===== config.mk =====
export PLATFORM = sky130hd
export DESIGN_NAME = mfp_sevenseg_arbiter
export DESIGN_NICKNAME = d
export VERILOG_FILES = /design/src/rtl/mfp_sevenseg_pkg.sv /design/src/rtl/mfp_sevenseg_arb_mux.sv /design/src/rtl/mfp_sevenseg_arbiter.sv
export SDC_FILE = /design/constraint.sdc
export NUM_CORES = 1
export LEC_CHECK = 0
export CORE_MARGIN = 8
export CORE_UTILIZATION = 39
export CTS_CLUSTER_DIAMETER = 80
export CTS_CLUSTER_SIZE = 20
export DETAILED_ROUTE_END_ITERATION = 6
export GPL_TIMING_DRIVEN = 1
export PLACE_DENSITY_LB_ADDON = 0.12
export RECOVER_POWER = 50
export SKIP_LAST_GASP = 1
export SLEW_MARGIN = 15
export SYNTH_ARGS = -nofsm -noshare
export SYNTH_HDL_FRONTEND = slang
export SYNTH_HIERARCHICAL = 1
export SYNTH_SLANG_ARGS = --single-unit

===== constraint.sdc =====
create_clock -name clk -period 3.55 [get_ports clk]
set_input_delay 0.355 -clock clk [delete_from_list [all_inputs] [get_ports clk]]
set_output_delay 0.355 -clock clk [all_outputs]
set_load 0.005 [all_outputs]

===== src/rtl/mfp_sevenseg_pkg.sv =====
// Shared definitions for the seven-segment display arbiter family.
package mfp_sevenseg_pkg;

    // Arbiter state encoding; values are fixed so debug taps stay stable.
    typedef enum logic [1:0] {
        IDLE  = 2'd0,
        OWN0  = 2'd1,
        OWN1  = 2'd2,
        BLANK = 2'd3
    } arb_state_e;

    // Active-low enables: all ones turns every digit off.
    localparam logic [7:0] EN_OFF = 8'hFF;

    // Round-robin pick: a sole requester wins, under contention the port
    // that did not own the display last time wins.
    function automatic logic rr_pick(input logic [1:0] req, input logic last);
        if (req == 2'b11) begin
            return ~last;
        end
        return req[1];
    endfunction

endpackage


===== src/rtl/mfp_sevenseg_arb_mux.sv =====
// Registered 2:1 display source select with forced blanking.
// sel_i/blank_i are the values the outputs should reflect after the next edge.
module mfp_sevenseg_arb_mux
    import mfp_sevenseg_pkg::*;
(
    input  logic        clk,
    input  logic        resetn,
    input  logic        sel_i,
    input  logic        blank_i,
    input  logic [7:0]  en0_i,
    input  logic [63:0] digits0_i,
    input  logic [7:0]  dp0_i,
    input  logic [7:0]  en1_i,
    input  logic [63:0] digits1_i,
    input  logic [7:0]  dp1_i,
    output logic [7:0]  en_o,
    output logic [63:0] digits_o,
    output logic [7:0]  dp_o
);

    // Register the selected source live every cycle, or force all-off.
    always_ff @(posedge clk or negedge resetn) begin
        if (!resetn) begin
            en_o     <= EN_OFF;
            digits_o <= '0;
            dp_o     <= '0;
        end else if (blank_i) begin
            en_o     <= EN_OFF;
            digits_o <= '0;
            dp_o     <= '0;
        end else if (sel_i) begin
            en_o     <= en1_i;
            digits_o <= digits1_i;
            dp_o     <= dp1_i;
        end else begin
            en_o     <= en0_i;
            digits_o <= digits0_i;
            dp_o     <= dp0_i;
        end
    end

endmodule


===== src/rtl/mfp_sevenseg_arbiter.sv =====
// Time-slicing owner arbiter for the shared 8-digit seven-segment display.
// Port 0 is the CPU register image, port 1 the irrigation readout. Owners
// hold the display for a minimum dwell under contention and a blank gap is
// inserted between owners to avoid ghosting.
module mfp_sevenseg_arbiter
    import mfp_sevenseg_pkg::*;
#(
    parameter int DWELL_CYCLES = 50000000,
    parameter int BLANK_CYCLES = 1000000,
    parameter int CNT_W        = 26
) (
    input  logic        clk,
    input  logic        resetn,
    input  logic [1:0]  req,
    input  logic [7:0]  en0,
    input  logic [63:0] digits0,
    input  logic [7:0]  dp0,
    input  logic [7:0]  en1,
    input  logic [63:0] digits1,
    input  logic [7:0]  dp1,
    output logic [1:0]  gnt,
    output logic        busy,
    output logic [7:0]  EN,
    output logic [63:0] DIGITS,
    output logic [7:0]  dp
);

    localparam logic [CNT_W-1:0] DWELL_LAST = CNT_W'(DWELL_CYCLES - 1);
    localparam logic [CNT_W-1:0] BLANK_LAST = CNT_W'(BLANK_CYCLES - 1);

    arb_state_e       state_q, state_d;
    logic [CNT_W-1:0] cnt_q, cnt_d;
    logic             last_q, last_d;
    logic             tgt_q, tgt_d;
    logic             tgt_vld_q, tgt_vld_d;
    logic [1:0]       gnt_q;
    logic             busy_q;
    logic             own_port;
    logic             oth_port;
    logic             pick;

    // Next-state decision; outputs are registered from these values so they
    // track the state register with no extra lag.
    always_comb begin
        state_d   = state_q;
        cnt_d     = cnt_q;
        last_d    = last_q;
        tgt_d     = tgt_q;
        tgt_vld_d = tgt_vld_q;
        own_port  = (state_q == OWN1);
        oth_port  = ~own_port;
        pick      = rr_pick(req, last_q);
        case (state_q)
            IDLE: begin
                if (|req) begin
                    state_d = pick ? OWN1 : OWN0;
                    last_d  = pick;
                    cnt_d   = '0;
                end
            end
            OWN0, OWN1: begin
                if (!req[own_port]) begin
                    // Release ends ownership at once; dwell only limits pre-emption.
                    state_d   = BLANK;
                    cnt_d     = '0;
                    tgt_d     = oth_port;
                    tgt_vld_d = req[oth_port];
                end else if (cnt_q == DWELL_LAST && req[oth_port]) begin
                    state_d   = BLANK;
                    cnt_d     = '0;
                    tgt_d     = oth_port;
                    tgt_vld_d = 1'b1;
                end else if (cnt_q != DWELL_LAST) begin
                    cnt_d = cnt_q + 1'b1;
                end
            end
            BLANK: begin
                if (cnt_q == BLANK_LAST) begin
                    cnt_d     = '0;
                    tgt_vld_d = 1'b0;
                    if (tgt_vld_q && req[tgt_q]) begin
                        state_d = tgt_q ? OWN1 : OWN0;
                        last_d  = tgt_q;
                    end else if (|req) begin
                        // Target withdrew during the gap; fall back to the idle rule.
                        state_d = pick ? OWN1 : OWN0;
                        last_d  = pick;
                    end else begin
                        state_d = IDLE;
                    end
                end else begin
                    cnt_d = cnt_q + 1'b1;
                end
            end
            default: state_d = IDLE;
        endcase
    end

    // FSM registers plus registered grant/busy decoded from the next state.
    always_ff @(posedge clk or negedge resetn) begin
        if (!resetn) begin
            state_q   <= IDLE;
            cnt_q     <= '0;
            last_q    <= 1'b1;
            tgt_q     <= 1'b0;
            tgt_vld_q <= 1'b0;
            gnt_q     <= 2'b00;
            busy_q    <= 1'b0;
        end else begin
            state_q   <= state_d;
            cnt_q     <= cnt_d;
            last_q    <= last_d;
            tgt_q     <= tgt_d;
            tgt_vld_q <= tgt_vld_d;
            gnt_q     <= {state_d == OWN1, state_d == OWN0};
            busy_q    <= (state_d != IDLE);
        end
    end

    assign gnt  = gnt_q;
    assign busy = busy_q;

    mfp_sevenseg_arb_mux u_mux (
        .clk       (clk),
        .resetn    (resetn),
        .sel_i     (state_d == OWN1),
        .blank_i   (!(state_d == OWN0 || state_d == OWN1)),
        .en0_i     (en0),
        .digits0_i (digits0),
        .dp0_i     (dp0),
        .en1_i     (en1),
        .digits1_i (digits1),
        .dp1_i     (dp1),
        .en_o      (EN),
        .digits_o  (DIGITS),
        .dp_o      (dp)
    );

    // Grant is never shared between the two ports.
    a_gnt_onehot: assert property (@(posedge clk) disable iff (!resetn) $onehot0(gnt));
    // With no owner every digit must be dark.
    a_dark_when_free: assert property (@(posedge clk) disable iff (!resetn) (gnt == 2'b00) |-> (EN == EN_OFF));

endmodule

==> Yosys cells after proc, flatten, opt, wreduce, memory -nomap -nowiden <==
Cells that the tools add are included.
Widths: inputs -> output; s select.
{ "totals": {"register_bits": 114} }
{ "op_classes": {"order_cmp": 3, "eq_ne": 14, "reduce_logical": 13, "bitwise": 2, "mux": 40, "n_addsub": 1} }
{ "op_table": {"columns": ["op", "count"], "rows": [
  ["$mux 26", 5],
  ["$mux 64", 2],
  ["$pmux 26 s3", 1],
  ["$mux 8", 4],
  ["$add 26x1->26 const B", 1],
  ["$eq 26x20->1 const B", 1],
  ["$eq 26x26->1 const B", 1],
  ["$ne 26x26->1 const B", 1],
  ["$mux 1", 17],
  ["$mux 2", 8],
  ["$eq 2x2->1 const B", 4],
  ["$lt 1x2->1 const B", 3],
  ["$pmux 2 s3", 1],
  ["$reduce_and 2->1", 3],
  ["$reduce_bool 2->1", 3],
  ["$eq 2x1->1 const B", 2],
  ["$ne 2x2->1 const B", 2],
  ["$ne 4x4->1 const B", 1],
  ["$pmux 1 s2", 2],
  ["$reduce_or 2->1", 2],
  ["$ne 3x3->1 const B", 1],
  ["$reduce_and 3->1", 1],
  ["$logic_and 1x1->1", 2],
  ["$logic_not 2->1", 1],
  ["3 further kinds", 4]
]} }

==> Depth between registers and ports, before layout <==
{ "logic_depth": {"depth_word": 11, "ltp_mapped": 13, "ltp_nobuf": 10} }

==> Cells and area by module <==
Netlist, hierarchy kept.
{ "modules_own_cells": {"columns": ["mod", "area_per_inst_um2", "cells_per_inst", "n_inst"], "rows": [
  ["mfp_sevenseg_arb_mux", 3340.7, 258, 1],
  ["mfp_sevenseg_arbiter", 2298.5, 264, 1]
]} }

==> Worst setup path after synthesis <==
No wires, ideal clock.
{ "synth_timing": {"kind": "reg2reg", "startpoint": "reg cnt_q[0]", "endpoint": "reg u_mux.digits_o[63]", "required_ns": 3.418, "path_buffers": 3, "t_arrival_ns": 2.888, "path_stages_with_launch": 14, "path_slack_ns": 0.530, "period_less_slack_ns": 3.020, "path_cell_list": "dfrtp_1 > ha_1 > and3_1 > clkbuf_2 > nand4_1 > or4_1 > a21oi_1 > nand2b_1 > a32o_1 > ha_1 > buf_12 > buf_12 > mux2i_1 > nor2_1"} }
{ "synth_between": {"elab_chain_len": 8, "word_cells_on_any_way": 12, "cone_classes": "eq/ne (4); mux (6); reduce/logical (2)"} }
{ "synth_lines": {"columns": ["element", "line", "text"], "rows": [
  ["start: declaration", "mfp_sevenseg_arbiter.sv:32", "logic [CNT_W-1:0] cnt_q, cnt_d;"],
  ["start signal: assignment", "mfp_sevenseg_arbiter.sv:111", "cnt_q <= cnt_d;"],
  ["$eq 26x26->1", "mfp_sevenseg_arbiter.sv:68", "end else if (cnt_q == DWELL_LAST && req[oth_port]) begin"],
  ["$logic_and 1x1->1", "mfp_sevenseg_arbiter.sv:68", null],
  ["$mux 2", "mfp_sevenseg_arbiter.sv:68", null],
  ["$mux 2", "mfp_sevenseg_arbiter.sv:62", "if (!req[own_port]) begin"],
  ["$pmux 2 s3 (*)", "mfp_sevenseg_arbiter.sv:53", "case (state_q)"],
  ["$eq 2x2->1 or $eq 2x1->1 (tied branches)", "mfp_sevenseg_arbiter.sv:126, mfp_sevenseg_arbiter.sv:127", null],
  ["$mux 64 or $logic_or 1x1->1 (tied branches)", "mfp_sevenseg_arb_mux.sv:31, mfp_sevenseg_arbiter.sv:127", null],
  ["$mux 64 (*)", "mfp_sevenseg_arb_mux.sv:27", "end else if (blank_i) begin"],
  ["end signal: assignment", "mfp_sevenseg_arb_mux.sv:33", "digits_o <= digits1_i;"],
  ["end signal: assignment", "mfp_sevenseg_arb_mux.sv:37", "digits_o <= digits0_i;"],
  ["end: declaration", "mfp_sevenseg_arb_mux.sv:17", "output logic [63:0] digits_o,"]
]} }
Every way passes the cells marked *; elsewhere a longest branch is shown, timed or not.
A chain may end at the register's enable or synchronous reset.

==> Worst setup path in the final report <==
{ "layout_timing": {"startpoint": "reg cnt_q[16]", "endpoint": "reg cnt_q[3]"} }
{ "layout_between": {"elab_chain_len": 5, "word_cells_on_any_way": 10, "cone_classes": "eq/ne (4); mux (4); reduce/logical (2)"} }
{ "layout_lines": {"columns": ["element", "line"], "rows": [
  ["$eq 26x26->1", "mfp_sevenseg_arbiter.sv:68"],
  ["$logic_and 1x1->1", "mfp_sevenseg_arbiter.sv:68"],
  ["$mux 26", "mfp_sevenseg_arbiter.sv:68"],
  ["$mux 26", "mfp_sevenseg_arbiter.sv:62"],
  ["$pmux 26 s3", "mfp_sevenseg_arbiter.sv:53"]
]} }
Several ways; a longest one is shown, not always the timed one.

==> results.toml <==
[worst_setup_path]
required_ns = 3.83
arrival_ns = 3.65
path_cells = "or3b_1, or4_1, or2_1, o31ai_2, nand2b_1, buf_4, o31ai_1"
slowest_delay_ns = 0.73
crit_type = "reg -> reg"
cp_top_family = "simple AND/OR/NAND/NOR gates"
end_kind = "flip-flop"
r2r_slack_ns = 0.17
cp_slowest_cell = "o31ai_2"
worst-path-buf-inv = 1
cp_max_fo = 13
startpoint_type = "flip-flop"

[global_routing]
antenna_found_initial = 0
first_global_vias = 5347
track_usage_pct = 21.3
grt.overflow.total = 0
grt_pass1_wl_mm = 30.0
grt_max_degree = 70

[clock_tree]
clock-root-buffer = "clkbuf_16"
numCtsBuffers = 17
cts_tree = "yes"
htree_levels = 4
clk_latency_ns = 0.42
cts.clk_slew.worst_paths_ns = 0.05
cts_max_path_buffers = 2
clock-sinks = 114

[timing]
finClkSkew_ns = 0.0120
setup_viol = 0
fin_setup_tns_ns = 0
relSlewSlack_pct = -70.7
rsz0062_at_grt = "false"
tightest_slew_ns = 2.56
min_period_ns = 3.38
fin_hold_ws_ns = 0.524
final-max-slew-violation-count = 47
timing.final.ws_setup_ns = 0.172
post-route-period-util_pct = 95.1
hold_viol = 0
max_freq_ghz = 0.296

[finish]
multi_input_area_um2 = 2410
syn_to_final_growth_pct = 55.3
num-nets-final = 939
regArea_um2 = 2860
drive_gt1_share_pct = 8.21
fillers = 1236

[synthesis]
synth_area_leaders = "dfrtp_1 47%, mux2i_1 13%, nor2_1 5.8%"
yosys_warnings = 6
synth_top_area_share_pct = 46.6
post_synth_num_cell_types = 57
async_reset_ff_share_pct = 100
synth_common_cells = "105 x dfrtp_1, 87 x nor2_1, 76 x mux2i_1"
yosysMostFrequentCell = "dfrtp_1"
synth_seq_cells = 114
synth_edf_count = 0
netlist_area_um2 = 5640
syn_inst = 522
netlist.top_cell.by_area = "dfrtp_1"
syn_area_per_cell_um2 = 10.8
synth_flop_cell = "dfrtp_1"
syn-num-nets = 694
ys_seq_area_share_pct = 50.8

[drt]
drt_pass1_iterations = 5
wl_per_cell_um = 19.9
drtIter0Drc = 312
antenna_left = 0
drc_errors = 0
drt_wl_total_mm = 19.2
vias_per_cell = 5.18
num_vias = 4996

[floorplan]
num_rows = 44
die-area_um2 = 18600
start_util_pct = 39.4
die_h_um = 136
core_um2 = 14300
ioPinCount = 247
die_x_um = 136

[place]
place_congestion = 0.857
pre_cts_slack_ns = 0.205
numPortBuffers = 246
dp_hpwl_mm = 14.7

[power_and_ir_drop]
p_leak_nw = 3.73
power_density_nw_per_um2 = 971
ir_worst_vdd_uv = 915

[run_status]
violations = "capacitance limit, slew limit"
status = "complete, but fails checks"

[job]
max_cap_viol_count = 1

[worst_hold_path]
hp-class = "reg -> reg"
[metal layers]
layer | vias to the layer above | part of all wire (%) | GRT usage [%]
li1 | 2347 | - | -
met1 | 2426 | 38 | 24.1
met2 | 206 | 52 | 35.3
met3 | 17 | 9.3 | 9.87
met4 | 0 | 1.2 | 6.47
met5 | - | 0 | 0
[per-stage QoR]
step	std cells	util (%)	power, W	cell area [µm²]
floorplan	522	-	0.00547	5640
global placement	931	57.1	0.00683	8170
detailed placement	931	57.1	0.00695	8170
CTS	964	61.2	0.00865	8760
global route	964	61.2	0.00914	8750
finish	965	61.2	0.00850	8760
[power breakdown]
part | total, W | leakage (nW) | internal, W | switching, W
Combinational | 0.00486 | 1.99 | 0.00224 | 0.00262
Clock | 0.00166 | 0.273 | 0.00106 | 0.000595
Sequential | 0.00199 | 1.47 | 0.00185 | 0.000134
Total | 0.00850 | 3.73 | 0.00516 | 0.00334
[flip-flops by register name, summed over array words and instances (netlist names)]
| signal | cells |
|---|---|
| u_mux/digits_o | 64 |
| u_mux/dp_o | 8 |
| tgt_q | 1 |
| busy | 1 |
| u_mux/en_o | 8 |
| cnt_q | 26 |
| last_q | 1 |
| gnt | 2 |
| state_q | 2 |
| tgt_vld_q | 1 |
[path summary, 6_finish.rpt]
path | from | to | cells past startpoint
max | cnt_q[16]$_DFFE_PN0P_ | cnt_q[3]$_DFFE_PN0P_ | 7
min | cnt_q[15]$_DFFE_PN0P_ | cnt_q[15]$_DFFE_PN0P_ | 1
max reg2reg | cnt_q[16]$_DFFE_PN0P_ | cnt_q[3]$_DFFE_PN0P_ | 7
min reg2reg | cnt_q[15]$_DFFE_PN0P_ | cnt_q[15]$_DFFE_PN0P_ | 1
max in group asynchronous | resetn | u_mux/digits_o[31]$_DFF_PN0_ | 3
min in group asynchronous | resetn | u_mux/digits_o[62]$_DFF_PN0_ | 2
[worst register-to-register path: stages, from the launching register on]
cell and delay [ns]:
dfrtp_1 0.46, or3b_1 0.43, or4_1 0.48, or2_1 0.30
o31ai_2 0.73, nand2b_1 0.51, buf_4 0.25, o31ai_1 0.09
[final cells by class]
class | instances | area share [%]
flip-flops and latches | 114 | 32.7
well taps | 184 | 2.63
clock inverters | 9 | 1.21
clock buffers | 23 | 5.34
inverters | 17 | 0.729
diodes | 1 | 0.0286
repair buffers | 262 | 29.9
multi-input cells | 355 | 27.5
[placed cells by master (no fill, tap or decap), drive strengths merged, types with 7 or more instances in the layout]
cell / instances
nand3: 13
mux2i: 76
inv: 17
o41ai: 7
clkdlybuf4s50: 205
dfstp: 9
dfrtp: 105
a211o: 8
o21ai: 21
dlygate4sd3: 41
a21oi: 18
ha: 8
buf: 15
clkbuf: 24
nand2: 19
nand4: 13
a211oi: 11
nor2: 87
o22ai: 8
[logic make-up (layout without fill, tap and decap cells)]
logic type	after synthesis	in the layout	share of synthesized area, %
other	0	1	0
buffers and inverters	53	311	6.77
adder cells (fa/ha/maj)	8	8	1.78
AO/OA/AOI/OAI	96	96	12.1
multiplexers	78	78	13.9
AND/OR/NAND/NOR	173	173	14.7
flip-flops	114	114	50.8
[repair_timing]
item	in CTS	in global routing
resized for setup	0	2
hold endpoints to repair	44	0
hold buffers	1	0
endpoints found under the setup margin	0	46
setup buffers	0	0
(Power assumes the default switching activity.)
